<file path="config.mk">
export PLATFORM = sky130hd
export DESIGN_NAME = interrup_sequencer_flat
export DESIGN_NICKNAME = d
export VERILOG_FILES = /design/src/rtl/interrup_sequencer_if.sv /design/src/rtl/interrup_sequencer.sv /design/src/flat_wrapper.sv
export SDC_FILE = /design/constraint.sdc
export NUM_CORES = 1
export LEC_CHECK = 0
export ABC_AREA = 1
export CELL_PAD_IN_SITES_DETAIL_PLACEMENT = 0
export CELL_PAD_IN_SITES_GLOBAL_PLACEMENT = 1
export CORE_MARGIN = 8
export CORE_UTILIZATION = 39
export DETAILED_ROUTE_END_ITERATION = 8
export PLACE_DENSITY_LB_ADDON = 0.1
export SYNTH_ARGS = -nofsm -noshare
export SYNTH_HDL_FRONTEND = slang
export SYNTH_SLANG_ARGS = --single-unit
export TNS_END_PERCENT = 100
</file>
<file path="constraint.sdc">
create_clock -name clk -period 3.85 [get_ports clk]
set_input_delay 1.155 -clock clk [delete_from_list [all_inputs] [get_ports clk]]
set_output_delay 1.155 -clock clk [all_outputs]
set_load 0.005 [all_outputs]
</file>
<file path="src/rtl/interrup_sequencer_if.sv">
// Request/redirect bundle between the interrupt controller/CPU datapath and the sequencer.
interface interrup_sequencer_if #(
    parameter int unsigned AW = 10,
    parameter int unsigned CW = 8
);
    logic          s_interrup;
    logic [AW-1:0] dir;
    logic [AW-1:0] pc_next;
    logic          reti;
    logic          pc_sel;
    logic [AW-1:0] pc_int;
    logic          fin;
    logic          in_service;
    logic [CW-1:0] int_count;
    logic          err_reti;
    logic          err_timeout;

    modport master (
        output s_interrup, dir, pc_next, reti,
        input  pc_sel, pc_int, fin, in_service, int_count, err_reti, err_timeout
    );

    modport slave (
        input  s_interrup, dir, pc_next, reti,
        output pc_sel, pc_int, fin, in_service, int_count, err_reti, err_timeout
    );
endinterface

</file>
<file path="src/rtl/interrup_sequencer.sv">
// CPU-side interrupt sequencer: vectors the PC on a request, restores it on reti,
// and closes the handshake with a one-cycle fin pulse. Supervises service time.
module interrup_sequencer #(
    parameter int unsigned AW      = 10,
    parameter int unsigned TIMEOUT = 256,
    parameter int unsigned CW      = 8
) (
    input  logic                  clk,
    input  logic                  reset,
    interrup_sequencer_if.slave   bus
);
    localparam int unsigned   WDW      = (TIMEOUT < 2) ? 1 : $clog2(TIMEOUT);
    localparam logic [WDW-1:0] WD_LIMIT = WDW'((TIMEOUT == 0) ? 0 : TIMEOUT - 1);
    localparam logic [WDW-1:0] WD_MAX   = {WDW{1'b1}};

    typedef enum logic [1:0] {IDLE, ENTER, SERVICE, RETURN} state_e;

    state_e          state_q, state_d;
    logic [AW-1:0]   vec_q, vec_d;
    logic [AW-1:0]   ret_q, ret_d;
    logic [WDW-1:0]  wd_q, wd_d;
    logic            pc_sel_q, pc_sel_d;
    logic [AW-1:0]   pc_int_q, pc_int_d;
    logic            fin_q, fin_d;
    logic            in_service_q, in_service_d;
    logic [CW-1:0]   int_count_q, int_count_d;
    logic            err_reti_q, err_reti_d;
    logic            err_timeout_q, err_timeout_d;

    // Next state, then outputs derived from the state being entered so they register with it.
    always_comb begin
        state_d       = state_q;
        vec_d         = vec_q;
        ret_d         = ret_q;
        wd_d          = wd_q;
        pc_int_d      = pc_int_q;
        int_count_d   = int_count_q;
        err_timeout_d = err_timeout_q;
        err_reti_d    = err_reti_q | (bus.reti & (state_q != SERVICE));

        unique case (state_q)
            IDLE: begin
                if (bus.s_interrup) begin
                    vec_d   = bus.dir;
                    ret_d   = bus.pc_next;
                    state_d = ENTER;
                end
            end
            ENTER: begin
                wd_d    = '0;
                state_d = SERVICE;
            end
            SERVICE: begin
                // A reti on the timeout cycle wins: normal return, no error.
                if (bus.reti) begin
                    state_d = RETURN;
                end else if ((TIMEOUT != 0) && (wd_q == WD_LIMIT)) begin
                    err_timeout_d = 1'b1;
                    state_d       = RETURN;
                end else if (wd_q != WD_MAX) begin
                    wd_d = wd_q + 1'b1;
                end
            end
            RETURN: begin
                state_d = IDLE;
            end
            default: begin
                state_d = IDLE;
            end
        endcase

        pc_sel_d     = (state_d == ENTER) || (state_d == RETURN);
        fin_d        = (state_d == RETURN);
        in_service_d = (state_d != IDLE);
        if (state_d == ENTER) begin
            pc_int_d = vec_d;
        end
        if (state_d == RETURN) begin
            pc_int_d    = ret_q;
            int_count_d = int_count_q + 1'b1;
        end
    end

    always_ff @(posedge clk) begin
        if (reset) begin
            state_q       <= IDLE;
            vec_q         <= '0;
            ret_q         <= '0;
            wd_q          <= '0;
            pc_sel_q      <= 1'b0;
            pc_int_q      <= '0;
            fin_q         <= 1'b0;
            in_service_q  <= 1'b0;
            int_count_q   <= '0;
            err_reti_q    <= 1'b0;
            err_timeout_q <= 1'b0;
        end else begin
            state_q       <= state_d;
            vec_q         <= vec_d;
            ret_q         <= ret_d;
            wd_q          <= wd_d;
            pc_sel_q      <= pc_sel_d;
            pc_int_q      <= pc_int_d;
            fin_q         <= fin_d;
            in_service_q  <= in_service_d;
            int_count_q   <= int_count_d;
            err_reti_q    <= err_reti_d;
            err_timeout_q <= err_timeout_d;
        end
    end

    assign bus.pc_sel      = pc_sel_q;
    assign bus.pc_int      = pc_int_q;
    assign bus.fin         = fin_q;
    assign bus.in_service  = in_service_q;
    assign bus.int_count   = int_count_q;
    assign bus.err_reti    = err_reti_q;
    assign bus.err_timeout = err_timeout_q;
endmodule

</file>
<file path="src/flat_wrapper.sv">
// flat-port wrapper written by rule: the top's interface ports become plain ports
module interrup_sequencer_flat 
#(
    parameter int unsigned AW      = 10,
    parameter int unsigned TIMEOUT = 256,
    parameter int unsigned CW      = 8
)
  (clk, reset, bus_s_interrup, bus_dir, bus_pc_next, bus_reti, bus_pc_sel, bus_pc_int, bus_fin, bus_in_service, bus_int_count, bus_err_reti, bus_err_timeout);
  interrup_sequencer_if #(.AW(AW), .CW(CW)) bus_i ();
  input  logic clk;
  input  logic reset;
  input wire logic [$bits(bus_i.s_interrup)-1:0] bus_s_interrup;
  input wire logic [$bits(bus_i.dir)-1:0] bus_dir;
  input wire logic [$bits(bus_i.pc_next)-1:0] bus_pc_next;
  input wire logic [$bits(bus_i.reti)-1:0] bus_reti;
  output wire logic [$bits(bus_i.pc_sel)-1:0] bus_pc_sel;
  output wire logic [$bits(bus_i.pc_int)-1:0] bus_pc_int;
  output wire logic [$bits(bus_i.fin)-1:0] bus_fin;
  output wire logic [$bits(bus_i.in_service)-1:0] bus_in_service;
  output wire logic [$bits(bus_i.int_count)-1:0] bus_int_count;
  output wire logic [$bits(bus_i.err_reti)-1:0] bus_err_reti;
  output wire logic [$bits(bus_i.err_timeout)-1:0] bus_err_timeout;
  assign bus_i.s_interrup = bus_s_interrup;
  assign bus_i.dir = bus_dir;
  assign bus_i.pc_next = bus_pc_next;
  assign bus_i.reti = bus_reti;
  assign bus_pc_sel = bus_i.pc_sel;
  assign bus_pc_int = bus_i.pc_int;
  assign bus_fin = bus_i.fin;
  assign bus_in_service = bus_i.in_service;
  assign bus_int_count = bus_i.int_count;
  assign bus_err_reti = bus_i.err_reti;
  assign bus_err_timeout = bus_i.err_timeout;
  interrup_sequencer #(.AW(AW), .TIMEOUT(TIMEOUT), .CW(CW)) u_core (.clk(clk), .reset(reset), .bus(bus_i));
endmodule
</file>
======== Word level (Yosys, flattened, before mapping) ========
Cells that the tools add are included.
word-level totals
  register bits after elaboration ......... 53
  input bits .............................. 24
  output and inout bits ................... 23
  logic and storage cells ................. 47
cells by class
  add/sub/neg operators ................... 2
  equality and inequality tests ........... 11
  muxes and demuxes ....................... 12
  bitwise gates (word level) .............. 3
  reduce and logical (&&, ||, !) cells .... 8
operators with widths
  operator                                               number
  two-way mux 10 bit                                     4
  two-way mux 8 bit                                      3
  adder 8 x 1 -> 8 bit, second input constant            2
  case mux 8 bit (2 select lines)                        1
  equality test 8 bit, second input constant             1
  inequality test 8 bit, second input constant           1
  case mux 2 bit (4 select lines)                        1
  equality test 2 bit, second input constant             3
  two-way mux 2 bit                                      3
  inequality test 2 bit, second input constant           3
  nonzero test 2 bit                                     3
  equality test 2 x 1 -> 1 bit, second input constant    2
  AND reduction 4 bit                                    1
  AND reduction 3 bit                                    1
  zero test 2 bit                                        1
  inequality test 2 x 1 -> 1 bit, second input constant  1
  AND reduction 2 bit                                    1
  AND 1 bit                                              1
  logical OR 1 bit                                       1
  inverter 1 bit                                         1
  bitwise OR 1 bit                                       1

======== Depth between registers and ports, before layout ========
Gate-level depths: netlist of the first run.
  word-level depth ........................ 7
  depth in mapped cells ................... 11
  gate-level depth less buffers ........... 10

======== Worst setup path before layout of the first run ========
Ideal clock, no wire load.
  path kind ............................... input -> register
  start ................................... in bus_s_interrup
  end ..................................... reg u_core.pc_int_q[4] (netlist: u_core.bus.pc_int[4])
  setup time .............................. 0.064 ns
  data arrival time ....................... 1.922 ns
  data required time ...................... 3.786 ns
  path slack .............................. 1.864 ns
  stages on the path ...................... 6
  buffers on the path ..................... 1
  path through ............................ nor3_2 -> inv_1 -> nand2_2 -> buf_4 -> o21ai_1 -> nor2_1
between the ends
  word-level cells in the longest chain between the ends .. 4
  elaborated cells between the ends (all ways) .. 9
  those cells by class .................... eq/ne (2); mux (6); reduce/logical (1)
ends and longest elaborated chain
  item                                                                          RTL line                   source
  start: declaration                                                            flat_wrapper.sv:12         input wire logic [$bits(bus_i.s_interrup)-1:0] bus_s_interrup;
  two-way mux 2 bit / two-way mux 10 bit (equally long branches)                interrup_sequencer.sv:43   if (bus.s_interrup) begin
  case mux 2 bit (4 select lines) / two-way mux 10 bit (equally long branches)  interrup_sequencer.sv:41   unique case (state_q)
  equality test 2 bit, or another cell as far along                             interrup_sequencer.sv:78   if (state_d == RETURN) begin
  two-way mux 10 bit / nonzero test 2 bit (equally long branches)               -
  end signal: assignment                                                        interrup_sequencer.sv:103  pc_int_q <= pc_int_d;
  end: declaration                                                              interrup_sequencer.sv:23   logic [AW-1:0] pc_int_q, pc_int_d;
Parallel ways exist; a longest one is shown, timed or not. The select of a mux whose other input is x is not followed.
A chain may end at the register's enable or synchronous reset.

======== Worst setup path after layout of the first run ========
  start ................................... in bus_s_interrup
  end ..................................... reg u_core.pc_int_q[0] (netlist: u_core.bus.pc_int[0])
Same word-level chain as after synthesis.

==> results.md, run 1 <==
- Crit path depth: 8
- Final core occ: 50.53%
- Placement Rows: 28
- Skew final: 0.003697 ns
- Final #Nets: 407
- Initial drt markers: 87
- Clock Path Buffers: 2
- Largest net degree at the start of global routing: 32
- Status: completed
- Post-synth cell types: 28
- Bufs and invs on worst path: 2
- Die area: 8993 um2
- Final Instance Area: 3009 um2
- Comb power frac: 43.4%
- Num CTS Buffers: 5
- Sequential-to-total area share from yosys stat: 43.78%
- Worst rel slew slack: 56.97%
- Initial core utilization: 40.69%
- Placed cell areas: 2923 um2
- Setup crit end: u_core.bus.pc_int[0]$_SDFFE_PP0P_
- CP max-delay cell: clkdlybuf4s50_1
- H-tree depth: 2
- Number of global-route vias before repair: 2210
- Final TNS setup: 0 ns
- Register share of total power: 39.4%
- First-pass GRT wire length: 10440 um
- CTS Root Cell: clkbuf_8
- Max incr delay on CP: 0.53 ns
- Slew @ Worst Pin: 0.6455 ns
- WP data arrival: 2.88 ns
- Io pins: 47
- Residual DRC: 0
- Worst setup EP type: flop
- Clock Latency Late Sink: 0.30 ns
- Yosys warns: 0
- Reg-to-Reg End: u_core.bus.int_count[4]$_SDFFE_PP0N_
- Clock share of power: 17.2%
- Seq cells post-synth: 53
- Critical R2R Launch: u_core.state_q[0]$_SDFF_PP0_
- Crit path kind: primary input to flop
- RD Place Congestion: 0.7510
- Number of detailed-route iterations in the first pass: 4
- Syn_area_per_cell: 7.213 um2
- Total global routing overflow: 0
- Fillers: 617
- Synth top area share: 43.78%
- Non-Filler Instances: 452
- Syn-to-layout area delta: 24.16%
- Antenna violations before repair: 0
- Layout cells sized above 1: 6.897%
- R2R depth: 8
- Leak: 1.220 nW
- Total Routing Usage GR: 14.60%
- Crit-path max FO: 16
- PortBufs: 46
- Die H: 94.83 um
- Core Region: 5956 um2
- Via count: 2190
- Final Cycle Share: 69.55%
- Wire per inst: 13.09 um
- Final Hold Viols: 0
- Final-report setup violation count: 0
- Synth area leader: dfxtp_1
- Flop2flop setup slack: 1.81 ns
- Pins Over Slew Limit: 0
- Power per cell area: 620.5 nW/um2
- Switching share of power: 39.77%
- Antenna cell count: 0
- Postcts setup bufs: 0
- Clk sinks: 53
- Critical path, cell by cell: clkdlybuf4s50_1, nand2_1, buf_4, or2_2, o21ai_0, o21ai_0, nor2_1, nor2_1
- HPWL Detailed: 4185 um
- Syn Nets: 366
- NetSw: 742.5 uW
- Crit. Startpoint: bus_s_interrup
- Final min period: 2.678 ns
- Placed insts: 445
- Synth Cell Area: 2424 um2
- Worst IR Drop VDD: 0.2586 mV
- Die width: 94.83 um
- Fmax: 373.5 MHz
- Hold Crit Start: u_core.bus.err_timeout$_SDFFE_PP0P_
- WP data required: 4.05 ns
- CTS tree: yes
- Maxcap violations: 0
- Hold crit path type: flop to flop
- Critical path's top delay family: buffers and inverters
- Ranking of synthesized cells by area: dfxtp_1, nand2_1, nor2_1, o21ai_0, inv_1
- Synth Instances: 336
- Int Pwr: 1.125 mW
- CTS clk-pin slew, worst paths: 0.09 ns
- Unrepaired setup endpoints after global routing: false
- Startpoint Class: primary input
- Routed WL: 5918 um
- Cts hold-fix bufs: 0
- Via density: 4.845
- Post-route antenna net violation count: 0
- PostCTS Resize Cnt: 0
-- power groups by stage --
stage	Combinational [mW]	Sequential [mW]	Clock, mW
after floorplan	0.561	0.742	0
after global routing	0.933	0.750	0.359
after detailed placement	0.821	0.749	0
after global placement	0.824	0.747	0
after CTS	0.824	0.737	0.338
final	0.811	0.735	0.321
-- how the worst min path moves through the flow --
stage / endpoint / slack [ns] / cells after the start
finish: u_core.bus.err_timeout$_SDFFE_PP0P_ / 0.47 / 1
global route: u_core.bus.pc_int[7]$_SDFFE_PP0P_ / 0.51 / 2
CTS: u_core.bus.err_timeout$_SDFFE_PP0P_ / 0.48 / 1
detailed placement: u_core.bus.err_timeout$_SDFFE_PP0P_ / 0.45 / 1
global placement: u_core.bus.err_timeout$_SDFFE_PP0P_ / 0.45 / 1
floorplan: u_core.ret_q[0]$_SDFFE_PP0P_ / 0.45 / 2
-- cells in the final DEF (no fill, tap or decap) --
cell / Yosys / layout
buf_4: 1 / 3
o21ai_1: 8 / 8
ha_1: 6 / 6
clkbuf_8: 0 / 6
nor2_4: 3 / 3
nand4_1: 8 / 8
clkbuf_1: 9 / 1
o21bai_1: 1 / 1
inv_1: 31 / 31
nand3_2: 2 / 2
nand2_4: 2 / 2
clkdlybuf4s50_1: 0 / 46
nor3_2: 1 / 1
nand2_1: 63 / 63
xor2_1: 1 / 1
o21a_1: 2 / 2
o21ai_0: 36 / 36
nand3_1: 13 / 13
nor2_1: 62 / 62
a21oi_2: 1 / 1
nand3b_1: 2 / 2
dfxtp_1: 53 / 53
a21oi_4: 1 / 1
inv_2: 1 / 1
nand2_2: 5 / 5
a21oi_1: 18 / 18
or2_2: 1 / 1
-- sequential cells by signal, indices dropped and copies added, names as in the netlist --
| register | flops |
|---|---|
| u_core.bus.pc_int | 10 |
| u_core.ret_q | 10 |
| u_core.vec_q | 10 |
| u_core.bus.int_count | 8 |
| u_core.wd_q | 8 |
| u_core.state_q | 2 |
| u_core.bus.err_reti | 1 |
| u_core.bus.err_timeout | 1 |
| u_core.bus.fin | 1 |
| u_core.bus.in_service | 1 |
| u_core.bus.pc_sel | 1 |
-- per-stage QoR --
| stage | hold WS, ns | power [mW] | setup slack, ns |
|---|---|---|---|
| floorplan | 0.4549 | 1.303 | 1.864 |
| global placement | 0.4491 | 1.572 | 0.8561 |
| detailed placement | 0.4528 | 1.570 | 0.8713 |
| CTS | 0.4754 | 1.899 | 1.194 |
| global route | 0.5126 | 2.042 | 1.005 |
| finish | 0.4692 | 1.867 | 1.172 |
-- synthesized netlist by cell type (all sizes together) --
master	count
a21oi	20
buf	6
clkbuf	9
dfxtp	53
ha	6
inv	32
nand2	70
nand3	15
nand3b	2
nand4	8
nor2	65
nor3	1
o21a	2
o21ai	44
o21bai	1
or2	1
xor2	1
-- cell type report --
| type | instances | area, um2 | share of cell area, % |
|---|---|---|---|
| Multi-Input combinational cell | 236 | 1165 | 38.71 |
| Timing Repair Buffer | 49 | 483.0 | 16.05 |
| Clock buffer | 7 | 86.33 | 2.869 |
| Tap cell | 75 | 93.84 | 3.118 |
| Inverter | 32 | 120.1 | 3.992 |
| Sequential cell | 53 | 1061 | 35.26 |
-- cells by family (layout without fill, tap and decap cells) --
kind of cell	count (synthesis)	after routing	share of synthesized area [%]
AO/OA/AOI/OAI	67	67	14.77
XOR/XNOR	1	1	0.3614
adder cells (fa/ha/maj)	6	6	3.097
buffers and inverters	47	88	8.157
flip-flops	53	53	43.78
AND/OR/NAND/NOR	162	162	29.84
-- worst register-to-register path: stages (launching register included) --
cell and delay (ns):
dfxtp_1 0.35, inv_1 0.11, ha_1 0.45, nand2_1 0.13, nand2_1 0.12, nor2_4 0.05, a21oi_4 0.46, nand3_1 0.14
a21oi_1 0.15
-- routing by layer --
metal | track usage, % | up-vias | share of wire, %
li1 | - | 1156 | -
met1 | 17.10 | 987 | 45
met2 | 24.45 | 40 | 47
met3 | 4.286 | 7 | 5.7
met4 | 5.852 | 0 | 1.8
met5 | 0 | - | 0
No activity file was read; power rests on OpenSTA's default activity.
==> run 2, diff against run 1 <==
--- a/config.mk
+++ b/config.mk
@@ -9,7 +9,7 @@
 export CELL_PAD_IN_SITES_DETAIL_PLACEMENT = 0
 export CELL_PAD_IN_SITES_GLOBAL_PLACEMENT = 1
 export CORE_MARGIN = 8
-export CORE_UTILIZATION = 39
+export CORE_UTILIZATION = 37
 export DETAILED_ROUTE_END_ITERATION = 8
 export PLACE_DENSITY_LB_ADDON = 0.1
 export SYNTH_ARGS = -nofsm -noshare
==> constraint.sdc (replaced) <==
create_clock -name clk -period 2.5 [get_ports clk]
set_input_delay 0.75 -clock clk [delete_from_list [all_inputs] [get_ports clk]]
set_output_delay 0.75 -clock clk [all_outputs]
set_load 0.005 [all_outputs]
==> results.md, run 2 (same netlist as run 1, synthesis figures left out) <==
- Worst setup EP type: flop (unchanged)
- Status: completed (unchanged)
- Total Routing Usage GR: 12.75% (was 14.60%)
- Unrepaired setup endpoints after global routing: false (unchanged)
- Placed cell areas: 2970 um2 (was 2923 um2)
- Residual DRC: 0 (unchanged)
- PortBufs: 46 (unchanged)
- Antenna cell count: 0 (unchanged)
- Via density: 4.805 (was 4.845)
- CTS tree: yes (unchanged)
- Final Instance Area: 3087 um2 (was 3009 um2)
- Reg-to-Reg End: u_core.bus.pc_int[3]$_SDFFE_PP0P_ (was u_core.bus.int_count[4]$_SDFFE_PP0N_)
- Final min period: 2.042 ns
- Layout cells sized above 1: 8.594% (was 6.897%)
- Clk sinks: 53 (unchanged)
- Leak: 1.263 nW (was 1.220 nW)
- Slew @ Worst Pin: 0.5933 ns (was 0.6455 ns)
- Routed WL: 5981 um (was 5918 um)
- Final #Nets: 413 (was 407)
- Antenna violations before repair: 0 (unchanged)
- Postcts setup bufs: 0 (unchanged)
- Post-route antenna net violation count: 0 (unchanged)
- Final Cycle Share: 81.68%
- WP data arrival: 2.25 ns (was 2.88 ns)
- Hold crit path type: flop to flop (unchanged)
- Final-report setup violation count: 0 (unchanged)
- H-tree depth: 2 (unchanged)
- Most frequent cells in the layout: nand2_1, nor2_1, dfxtp_1 (unchanged)
- Clock Latency Late Sink: 0.30 ns (about the same)
- Wire per inst: 12.97 um (was 13.09 um)
- Total global routing overflow: 0 (unchanged)
- Via count: 2215 (was 2190)
- Final TNS setup: 0 ns (unchanged)
- RD Place Congestion: 0.7737 (was 0.7510)
- Placed insts: 453 (was 445)
- Critical R2R Launch: u_core.state_q[0]$_SDFF_PP0_ (unchanged)
- Maxcap violations: 0 (unchanged)
- Clock Path Buffers: 2 (unchanged)
- Placement Rows: 29 (was 28)
- Worst IR Drop VDD: 0.4423 mV (was 0.2586 mV)
- Fmax: 489.7 MHz
- Cts hold-fix bufs: 0 (unchanged)
- PostCTS Resize Cnt: 0 (unchanged)
- Hold Path End: u_core.bus.err_reti$_SDFF_PP0_ (was u_core.bus.err_timeout$_SDFFE_PP0P_)
- Pins Over Slew Limit: 0 (unchanged)
- Final Hold Viols: 0 (unchanged)
- Crit path kind: primary input to flop (unchanged)
- Fillers: 658 (was 617)
- Number of global-route vias before repair: 2140 (was 2210)
- Startpoint Class: primary input (unchanged)
- R2R depth: 9 (was 8)
- Die area: 9396 um2 (was 8993 um2)
- Non-Filler Instances: 461 (was 452)
- Io pins: 47 (unchanged)
- CTS clk-pin slew, worst paths: 0.09 ns (about the same)
- Die width: 96.94 um (was 94.83 um)
- HPWL Detailed: 4315 um (was 4185 um)
- Initial drt markers: 95 (was 87)
- WP data required: 2.70 ns (was 4.05 ns)
- Crit-path max FO: 17 (was 16)
- Skew final: 0.006722 ns (was 0.003697 ns)
- Initial core utilization: 38.17% (was 40.69%)
- Power per cell area: 991.4 nW/um2 (was 620.5 nW/um2)
- Commonest non-fill, non-tap cell in the layout: nand2_1 (unchanged)
- Hold depth: 2 (was 1)
- Worst rel slew slack: 60.41% (was 56.97%)
- First-pass GRT wire length: 10070 um (was 10440 um)
- Die H: 96.94 um (was 94.83 um)
- CTS Root Cell: clkbuf_8 (unchanged)
- Number of detailed-route iterations in the first pass: 4 (unchanged)
- Flop2flop setup slack: 0.58 ns (was 1.81 ns)
- Num CTS Buffers: 5 (unchanged)
- Hold Crit Start: u_core.bus.err_reti$_SDFF_PP0_ (was u_core.bus.err_timeout$_SDFFE_PP0P_)
- Largest net degree at the start of global routing: 23 (was 32)
- Syn-to-layout area delta: 27.36% (was 24.16%)
- Core Region: 6350 um2 (was 5956 um2)
[run 2: worst max-delay path by stage]
stage,cells after the start,to,slack (ns),from
after floorplan,6,u_core.bus.pc_int[4]$_SDFFE_PP0P_,0.92,bus_s_interrup
after CTS,1,bus_int_count[5],0.45,u_core.bus.int_count[5]$_SDFFE_PP0N_
after global routing,8,u_core.bus.pc_int[2]$_SDFFE_PP0P_,0.29,bus_s_interrup
final,7,u_core.bus.pc_int[6]$_SDFFE_PP0P_,0.46,bus_s_interrup
after detailed placement,7,u_core.bus.pc_int[6]$_SDFFE_PP0P_,0.13,bus_s_interrup
after global placement,7,u_core.bus.pc_int[6]$_SDFFE_PP0P_,0.18,bus_s_interrup
[run 2: worst max-delay path: stages]
cell and delay, ns:
clkdlybuf4s50_1 0.51, nand2_1 0.21, buf_4 0.26, o21ai_0 0.20
o21ai_0 0.12, o21ai_1 0.14, nor2_1 0.05
[run 2: power breakdown]
part | leakage [nW] | internal, mW | switching (mW) | total, mW
logic | 0.769 | 0.533 | 0.780 | 1.31
registers | 0.436 | 1.04 | 0.0978 | 1.13
clock network | 0.0585 | 0.327 | 0.286 | 0.613
[run 2: layout make-up]
| cell class | instances | area (um2) | area share, % |
|---|---|---|---|
| clock buffers | 7 | 86.33 | 2.797 |
| clock inverters | 1 | 30.03 | 0.9728 |
| inverters | 32 | 120.1 | 3.891 |
| multi-input cells | 236 | 1165 | 37.74 |
| flip-flops and latches | 53 | 1061 | 34.37 |
| well taps | 77 | 96.34 | 3.121 |
| repair buffers | 55 | 528.0 | 17.11 |
[run 2: routing by layer]
metal	global-route usage [%]	up-vias	share of wire, %
li1	-	1168	-
met2	22.03	37	47
met1	14.86	1006	48
met3	3.485	4	4.4
met5	0	-	0
met4	3.905	0	0.90
[run 2: stage by stage]
stage                     worst slack (ns)  utilization, %  hold WS (ns)  power (mW)
after global placement              0.1834           46.78        0.4477       2.481
after CTS                           0.4506           48.61        0.4768       3.106
after detailed placement            0.1326           46.78        0.4532       2.494
after floorplan                     0.9186               -        0.4549       2.006
after global routing                0.2862           48.61        0.4952       3.323
final                               0.4581           48.61        0.4699       3.060
